### src/rtl/stage4_enfast_ns.sv
// ---------------------------------------------------------------------------
// stage4_enfast_ns : FAST encoder stage 4 (NS template)
// Applies the copy operator to PID/MC/MT against a local dictionary and packs
// the present fields plus payload into a 344-bit fast message behind a
// presence map. Two-stage valid/ready pipeline (S1 = copy decision,
// S2 = packed output register).
//
// Ports
//   clk, rst_n            clock, synchronous active-low reset
//   in_valid/in_ready     decoded message handshake
//   in_message[279:0]     {PID,MC,MT,pad,payload,unused}
//   dict_clr              template reset of the PID/MC/MT dictionary
//   out_valid/out_ready   fast message handshake
//   out_fast[343:0]       {pmap[15:0], fields+payload area[327:0]}
//   out_len[3:0]          encoded length in bytes (10..13)
//   stat_msgs/stat_copies emit and elided-field counters
//
// Build option: define STAGE4_ENFAST_STATS_EN to build the statistics
// counters; otherwise stat_msgs/stat_copies are tied to zero.
// ---------------------------------------------------------------------------
module stage4_enfast_ns (
   input  logic         clk,
   input  logic         rst_n,
   input  logic         in_valid,
   output logic         in_ready,
   input  logic [279:0] in_message,
   input  logic         dict_clr,
   output logic         out_valid,
   input  logic         out_ready,
   output logic [343:0] out_fast,
   output logic [3:0]   out_len,
   output logic [31:0]  stat_msgs,
   output logic [31:0]  stat_copies
);

   localparam int unsigned MSG_W   = 280;
   localparam int unsigned FAST_W  = 344;
   localparam int unsigned FIELD_W = 8;
   localparam int unsigned PAY_W   = 64;
   localparam int unsigned AREA_W  = 328;
   localparam int unsigned LEN_W   = 4;
   localparam int unsigned STAT_W  = 32;

   // Input field extraction
   logic [FIELD_W-1:0] in_pid, in_mc, in_mt;
   logic [PAY_W-1:0]   in_pay;
   logic               unused_bits;

   assign in_pid      = in_message[MSG_W-1   -: FIELD_W];
   assign in_mc       = in_message[MSG_W-9   -: FIELD_W];
   assign in_mt       = in_message[MSG_W-17  -: FIELD_W];
   assign in_pay      = in_message[MSG_W-33  -: PAY_W];
   assign unused_bits = ^{in_message[255:248], in_message[183:0]};

   // State
   logic               ready_en_q;
   logic               s1_valid_q, s1_valid_d;
   logic [FIELD_W-1:0] s1_pid_q, s1_mc_q, s1_mt_q;
   logic [2:0]         s1_copy_q, s1_copy_d;      // {PID, MC, MT}
   logic [PAY_W-1:0]   s1_pay_q;
   logic               out_valid_q, out_valid_d;
   logic [FAST_W-1:0]  out_fast_q;
   logic [LEN_W-1:0]   out_len_q;
   logic [FIELD_W-1:0] dict_pid_q, dict_mc_q, dict_mt_q;
   logic [2:0]         def_q, def_d, def_eff;

   logic accept, s2_load;

   // Handshake: S1 frees up when it is empty or moving into S2 this cycle
   always_comb begin
      s2_load    = s1_valid_q & (~out_valid_q | out_ready);
      in_ready   = ready_en_q & (~s1_valid_q | ~out_valid_q | out_ready);
      accept     = in_valid & in_ready;
      s1_valid_d = accept | (s1_valid_q & ~s2_load);
      out_valid_d = s2_load | (out_valid_q & ~out_ready);
   end

   // Copy decision; a coincident dict_clr makes every entry undefined first
   always_comb begin
      def_eff   = dict_clr ? 3'b000 : def_q;
      s1_copy_d = def_eff & {in_pid == dict_pid_q, in_mc == dict_mc_q, in_mt == dict_mt_q};
      def_d     = def_q;
      if (accept)        def_d = 3'b111;
      else if (dict_clr) def_d = 3'b000;
   end

   // Encoder: present fields from the top of the area, payload right after
   logic [AREA_W-1:0] enc_area;
   logic [8:0]        enc_pos;
   logic [1:0]        enc_present;
   logic [FAST_W-1:0] enc_fast;
   logic [LEN_W-1:0]  enc_len;

   always_comb begin
      enc_area    = '0;
      enc_pos     = 9'(AREA_W - 1);
      enc_present = 2'd0;
      if (!s1_copy_q[2]) begin
         enc_area[enc_pos -: FIELD_W] = s1_pid_q;
         enc_pos     = enc_pos - 9'd8;
         enc_present = enc_present + 2'd1;
      end
      if (!s1_copy_q[1]) begin
         enc_area[enc_pos -: FIELD_W] = s1_mc_q;
         enc_pos     = enc_pos - 9'd8;
         enc_present = enc_present + 2'd1;
      end
      if (!s1_copy_q[0]) begin
         enc_area[enc_pos -: FIELD_W] = s1_mt_q;
         enc_pos     = enc_pos - 9'd8;
         enc_present = enc_present + 2'd1;
      end
      enc_area[enc_pos -: PAY_W] = s1_pay_q;
      enc_fast = {1'b1, s1_copy_q, 12'h000, enc_area};
      enc_len  = 4'd10 + {2'b00, enc_present};
   end

   // Pipeline and dictionary registers
   always_ff @(posedge clk) begin
      if (!rst_n) begin
         ready_en_q  <= 1'b0;
         s1_valid_q  <= 1'b0;
         s1_pid_q    <= '0;
         s1_mc_q     <= '0;
         s1_mt_q     <= '0;
         s1_copy_q   <= '0;
         s1_pay_q    <= '0;
         out_valid_q <= 1'b0;
         out_fast_q  <= '0;
         out_len_q   <= '0;
         dict_pid_q  <= '0;
         dict_mc_q   <= '0;
         dict_mt_q   <= '0;
         def_q       <= '0;
      end else begin
         ready_en_q  <= 1'b1;
         s1_valid_q  <= s1_valid_d;
         out_valid_q <= out_valid_d;
         def_q       <= def_d;
         if (accept) begin
            s1_pid_q   <= in_pid;
            s1_mc_q    <= in_mc;
            s1_mt_q    <= in_mt;
            s1_pay_q   <= in_pay;
            s1_copy_q  <= s1_copy_d;
            dict_pid_q <= in_pid;
            dict_mc_q  <= in_mc;
            dict_mt_q  <= in_mt;
         end
         if (s2_load) begin
            out_fast_q <= enc_fast;
            out_len_q  <= enc_len;
         end
      end
   end

   assign out_valid = out_valid_q;
   assign out_fast  = out_fast_q;
   assign out_len   = out_len_q;

`ifdef STAGE4_ENFAST_STATS_EN
   // Emit counters; copy flags of the emitted message live in pmap[14:12]
   logic [STAT_W-1:0] stat_msgs_q, stat_copies_q;

   always_ff @(posedge clk) begin
      if (!rst_n) begin
         stat_msgs_q   <= '0;
         stat_copies_q <= '0;
      end else if (out_valid_q && out_ready) begin
         stat_msgs_q   <= stat_msgs_q + 32'd1;
         stat_copies_q <= stat_copies_q + 32'($countones(out_fast_q[342:340]));
      end
   end

   assign stat_msgs   = stat_msgs_q;
   assign stat_copies = stat_copies_q;
`else
   assign stat_msgs   = '0;
   assign stat_copies = '0;
`endif

endmodule

### config.mk
export PLATFORM = sky130hd
export DESIGN_NAME = stage4_enfast_ns
export DESIGN_NICKNAME = d
export VERILOG_FILES = /design/src/rtl/stage4_enfast_ns.sv
export SDC_FILE = /design/constraint.sdc
export NUM_CORES = 1
export LEC_CHECK = 0
export ABC_AREA = 1
export CAP_MARGIN = 10
export CORE_AREA = 2 2 275 277
export DETAILED_ROUTE_END_ITERATION = 12
export DIE_AREA = 0 0 277 279
export PLACE_DENSITY = 0.61
export SYNTH_ARGS = -nofsm -noshare
export SYNTH_HDL_FRONTEND = slang
export SYNTH_SLANG_ARGS = --single-unit
### constraint.sdc
create_clock -name clk -period 3.95 [get_ports clk]
set_input_delay 0.5925 -clock clk [delete_from_list [all_inputs] [get_ports clk]]
set_output_delay 0.5925 -clock clk [all_outputs]
set_load 0.005 [all_outputs]
### Word level (Yosys, flattened, before mapping)

Cells that the tools add are included.
Widths: inputs -> output; s select.

* logic and storage cells: 58
* bits in registers: 433
* output and inout bits: 414

* eq/ne operators: 3
* mux-type cells: 15
* bitwise logic cells: 15
* shift-type cells: 6
* $add $sub $neg: 8

Operator list (count)
* $bwmux 328: 3
* $shift 8x11->335 const A: 2
* $shiftx 8x11->335: 2
* $mux 328: 2
* $shift 64x11->391 const A: 1
* $shiftx 64x11->391: 1
* $neg 9->11: 3
* $eq 8x8->1: 3
* $mux 9: 2
* $sub 9x4->9 const B: 2
* $mux 8: 1
* $mux 7: 1
* $mux 3: 2
* $and 1x1->1: 5
* $or 1x1->1: 5
* $add 2x1->2 const B: 2
* $add 4x2->4 const A: 1
* $mux 2: 2
* $not 1->1: 4
* $and 3x3->3: 1
* $mux 1: 2

### Depth between registers and ports, before layout

* word-level depth: 8
* mapped depth: 17
* mapped depth without buffers: 13

### Worst setup path after synthesis

Ideal clock, no wire load.

* path type: register to register
* from: register s1_copy_q[0]
* to: register out_fast_q[311], in the netlist out_fast[311]
* data required time: 3.880 ns
* data arrival time: 2.366 ns
* cell stages (with the launch flop): 14
* setup slack: 1.514 ns
* period minus slack after synthesis: 2.436 ns
* buffers on the path: 5
* path through: dfxtp_1 buf_6 inv_2 buf_6 fa_1 buf_2 buf_2 clkbuf_1 nand2_1 o21ai_0 nand2_1 o21ai_0 nand3_1 a21oi_1

* word-level cells in the longest chain between the ends: 4

Ends and longest elaborated chain
* start, declared: line 59 `logic [2:0] s1_copy_q, s1_copy_d;`
* start signal, assigned: line 145 `s1_copy_q <= s1_copy_d;`
* $mux 9: line 108 `if (!s1_copy_q[0]) begin`
* $neg 9->11: line 113 `enc_area[enc_pos -: PAY_W] = s1_pay_q;`
* $shiftx 64x11->391 / $shift 64x11->391 (equally long branches): line 113
* $bwmux 328 (*): line 113
* end signal, assigned: line 151 `out_fast_q <= enc_fast;`
* end, declared: line 62 `logic [FAST_W-1:0] out_fast_q;`

Mark *: on every way between the ends. The rest lies on a longest branch, timed or not.
A chain may end at the register's enable or synchronous reset.

### Final worst setup path

* from: register s1_copy_q[1]
* to: register out_fast_q[133], in the netlist out_fast[133]

* word-level cells in the longest chain between the ends: 6

Ends and longest elaborated chain
* $mux 9: line 103 `if (!s1_copy_q[1]) begin`
* $sub 9x4->9 / $neg 9->11 (equally long branches): line 110, 109
* $mux 9 (tied with other cells): line 108
* $neg 9->11 / $bwmux 328 (equally long branches): line 113, 109
* $shiftx 64x11->391 (tied with other cells): line 113
* $bwmux 328 (*): line 113

Marked as above.

==> run_summary.xml <==
<?xml version="1.0" encoding="UTF-8"?>
<metrics>
  <group name="clock_tree">
    <metric name="numClockSinks" unit="">432</metric>
    <metric name="ctsLongestPathBuffers" unit="">3</metric>
    <metric name="postCtsHoldBufs" unit="">0</metric>
    <metric name="post_cts_resized" unit="">0</metric>
    <metric name="cts_setup_buffers" unit="">0</metric>
    <metric name="clock_tree.htree_level_count" unit="">2</metric>
    <metric name="cts.clk_slew.worst_paths" unit="ns">0.06</metric>
    <metric name="clockRootBuffer" unit="">clkbuf_16</metric>
    <metric name="clk-insertion-delay-late" unit="ns">0.63</metric>
    <metric name="tritoncts" unit="">yes</metric>
    <metric name="tritoncts.num_buffers" unit="">49</metric>
  </group>
  <group name="global_routing">
    <metric name="grt_start_max_net_pins" unit="">173</metric>
    <metric name="grt_pass1_wl" unit="µm">137000</metric>
    <metric name="antenna_violations_before_repair" unit="">3</metric>
    <metric name="track_usage" unit="%">24.2</metric>
    <metric name="first_global_vias" unit="">19700</metric>
    <metric name="grt_overflow_total" unit="">0</metric>
  </group>
  <group name="power_and_ir_drop">
    <metric name="pwr-share-comb" unit="%">17.0</metric>
    <metric name="power.net_switching" unit="mW">3.41</metric>
    <metric name="power.clock.fraction" unit="%">42.4</metric>
    <metric name="p_int" unit="mW">7.72</metric>
    <metric name="power_frac_seq" unit="%">40.6</metric>
    <metric name="ir_worst_vdd" unit="mV">0.280</metric>
    <metric name="total_leakage_power" unit="nW">10.4</metric>
    <metric name="p_total" unit="mW">11.1</metric>
    <metric name="power.density_cell_area" unit="mW/mm²">412</metric>
    <metric name="p_sw_share" unit="%">30.6</metric>
  </group>
  <group name="yosys">
    <metric name="synth_cells" unit="">2938</metric>
    <metric name="synth.area.top_cells" unit="">dfxtp_1, nand2_1, a21oi_1, nand3_1, o21ai_0</metric>
    <metric name="async_flop_share" unit="%">0</metric>
    <metric name="syn-cell-area" unit="mm²">0.0201</metric>
    <metric name="synth_seq_area_share" unit="%">43.1</metric>
    <metric name="avgSynthCellArea" unit="µm²">6.83</metric>
    <metric name="synth.largest_area_cell" unit="">dfxtp_1</metric>
    <metric name="ys_ff_latch" unit="">432</metric>
    <metric name="ys_dominant_reg_cell" unit="">dfxtp_1</metric>
    <metric name="synth_top_cell_area_share" unit="%">43.1</metric>
    <metric name="yosys_warnings" unit="">0</metric>
    <metric name="yosysUniqueCellTypes" unit="">40</metric>
    <metric name="synth-edff-count" unit="">0</metric>
  </group>
  <group name="setup_path">
    <metric name="setup.worst_path.class" unit="">register to register</metric>
    <metric name="worst-r2r-setup-slack" unit="ns">0.41</metric>
    <metric name="crit-reg2reg-capture" unit="">out_fast[133]</metric>
    <metric name="cp_data_required_time" unit="ns">4.49</metric>
    <metric name="regToRegStartpoint" unit="">s1_copy_q[1]</metric>
    <metric name="critPathMaxFanout" unit="">115</metric>
    <metric name="critPathMostFrequentCell" unit="">nand2_1</metric>
    <metric name="r2r.worst_path.cells" unit="">12</metric>
    <metric name="cp_num_buf_inv" unit="">3</metric>
    <metric name="critical_path.top_delay_family" unit="">adder cells</metric>
    <metric name="cp-end-kind" unit="">register</metric>
    <metric name="worst_path_largest_cell_delay" unit="ns">0.86</metric>
    <metric name="path_cells" unit="">inv_1 &gt; fa_4 &gt; buf_12 &gt; nand2_1 &gt; o21ai_0 &gt; nand2_1 &gt; nand2_1 &gt; nand2_1 &gt; o21ai_1 &gt; buf_4 &gt; nand3_1 &gt; a21oi_1</metric>
    <metric name="crit_path_top_delay_cell" unit="">fa_4</metric>
    <metric name="worstSetupStartpointType" unit="">register</metric>
    <metric name="worst_ep_arrival_time" unit="ns">4.07</metric>
  </group>
  <group name="run_status">
    <metric name="status" unit="">finished clean</metric>
  </group>
  <group name="timing">
    <metric name="fmax" unit="MHz">283</metric>
    <metric name="final_period_minus_worst_setup_slack" unit="ns">3.54</metric>
    <metric name="setup_viol" unit="">0</metric>
    <metric name="grt_setup_unrepaired" unit="">no</metric>
    <metric name="report.final.slew_viol_count" unit="">0</metric>
    <metric name="worstMarginPinSlew" unit="ns">1.15</metric>
    <metric name="hold_violations" unit="">0</metric>
    <metric name="fin_worst_hold_slack" unit="ns">0.428</metric>
    <metric name="maximum_clock_skew_at_final_layout" unit="ns">0.0329</metric>
    <metric name="setup_total_negative_slack" unit="ns">0</metric>
    <metric name="slew-limit-headroom" unit="%">23.3</metric>
    <metric name="final.period_utilization" unit="%">89.5</metric>
  </group>
  <group name="final_layout">
    <metric name="drive_gt1_share" unit="%">6.69</metric>
    <metric name="n_antenna_cell" unit="">0</metric>
    <metric name="layout.cells.most_common" unit="">nand2_1</metric>
    <metric name="layout.cells.most_common_list" unit="">nand2_1, dfxtp_1, clkdlybuf4s50_1</metric>
    <metric name="area_growth_syn_to_layout" unit="%">34.7</metric>
    <metric name="fillerInstances" unit="">8033</metric>
    <metric name="nets" unit="">3616</metric>
  </group>
  <group name="die">
    <metric name="ios" unit="">699</metric>
    <metric name="placeableCoreArea" unit="mm²">0.0741</metric>
    <metric name="die_area" unit="mm²">0.0773</metric>
    <metric name="core.rowCount" unit="">100</metric>
    <metric name="starting_density" unit="%">27.1</metric>
    <metric name="floorplan.die.height" unit="µm">279</metric>
    <metric name="die_w" unit="µm">277</metric>
  </group>
  <group name="placed_design">
    <metric name="dpl.hpwl" unit="µm">75700</metric>
    <metric name="globalplace.congestion" unit="">1.05</metric>
    <metric name="numPortBuffers" unit="">430</metric>
  </group>
  <group name="routing">
    <metric name="drt-total-wl" unit="µm">97300</metric>
    <metric name="route.detailed.drc" unit="">0</metric>
    <metric name="ant_nets" unit="">0</metric>
    <metric name="detailroute.via_count" unit="">21400</metric>
    <metric name="firstDrtPassIters" unit="">6</metric>
    <metric name="post_drt_wl_per_cell" unit="µm">22.5</metric>
    <metric name="detail_route.iter0.violations" unit="">1990</metric>
    <metric name="vias_per_cell" unit="">4.93</metric>
  </group>
  <group name="job">
    <metric name="drv.max_cap_violation_count" unit="">0</metric>
  </group>
  <group name="hold_path">
    <metric name="hp-class" unit="">register to register</metric>
    <metric name="min_delay_path_depth" unit="">2</metric>
    <metric name="hold_path_end" unit="">out_fast[49]</metric>
    <metric name="holdCritStartpoint" unit="">out_fast[49]</metric>
  </group>
</metrics>
==> final cells by class <==
cell class                 count  area, µm²  share of cell area (%)
sequential                   432       8650                    32.0
multi-input combinational   2192       9890                    36.6
clock buffer                  69       1380                    5.11
timing repair buffer         528       5160                    19.1
clock inverter                22        268                   0.991
inverter                     121        464                    1.72
tap                          969       1210                    4.49
==> power by group through the flow <==
stage	registers (mW)	logic, mW	clock network, mW
after floorplan	4.60	1.01	0
after global placement	4.61	1.85	0
after detailed placement	4.62	1.85	0
after CTS	4.52	1.85	4.83
after global routing	4.53	2.02	4.99
final	4.52	1.89	4.72
==> per-layer routing <==
layer  up-vias  GRT usage (%)  part of all wire (%)
met4         6           9.69                   4.2
met1     10000           31.2                    42
met5         -              0                 0.036
met3       170           5.58                   8.0
li1      10300              -                     -
met2       883           39.0                    45
==> metrics by stage <==
step	cell area, µm²	setup WS (ns)	utilization, %	cells
6_report	27000	0.414	36.5	4333
5_1_grt	27000	0.134	36.5	4333
4_1_cts	27000	0.376	36.5	4333
3_5_place_dp	25400	0.419	34.3	4242
3_3_place_gp	25400	0.473	34.3	4242
2_1_floorplan	20300	1.51	-	3013
==> flip-flops by register name, summed over array words and instances (netlist names) <==
signal / count
s1_valid_q: 1
ready_en_q: 1
def_q: 3
s1_pay_q: 64
out_len: 4
s1_copy_q: 3
dict_pid_q: 8
out_valid: 1
dict_mc_q: 8
dict_mt_q: 8
out_fast: 331
==> cells by family (layout without fill, tap and decap cells) <==
logic type	Yosys count	in the layout	synth area share (%)
AOI/OAI and AO/OA	624	624	16.3
adders and majority gates	7	7	0.474
buffers and inverters	389	740	9.18
and+or+nand+nor	1478	1478	30.7
xor gates and xnor gates	7	7	0.306
other	1	76	0.0187
DFF	432	432	43.1
==> worst max-delay path by stage <==
| stage | startpoint | to | slack [ns] | cells after the start |
|---|---|---|---|---|
| after CTS | s1_copy_q[1] | out_fast[133] | 0.38 | 12 |
| after floorplan | s1_copy_q[0] | out_fast[311] | 1.51 | 13 |
| after global routing | s1_copy_q[1] | out_fast[261] | 0.13 | 12 |
| after detailed placement | s1_copy_q[1] | out_fast[133] | 0.42 | 12 |
| after global placement | s1_copy_q[1] | out_fast[261] | 0.47 | 11 |
| final | s1_copy_q[1] | out_fast[133] | 0.41 | 12 |
==> tightest hold or removal path, cell delays in order (launching register included) <==
cell	delay (ns)
dfxtp_1	0.30
nand2_1	0.05
nor2_1	0.03
==> synth_stat cells (2+ instances only) <==
cell and n:
nand2_1 955, dfxtp_1 432, a21oi_1 352, nand3_1 331, o21ai_0 203, nor2_1 135
clkbuf_1 128, inv_1 112, buf_4 78, buf_2 51, a22oi_1 21, nand4_1 16
o21ai_1 13, nor2_2 12, nor3_1 9, o22ai_1 9, a31oi_1 8, buf_1 8
ha_1 6, inv_2 5, nand2_2 5, nor2_4 5, o211ai_1 5, o221ai_1 5
a21oi_2 4, xor2_1 4, buf_6 3, clkinv_1 3, or2_2 3, xnor2_1 3
a211oi_1 2, nand2_4 2, nand3_2 2, nor4_1 2
(Power assumes the default switching activity.)
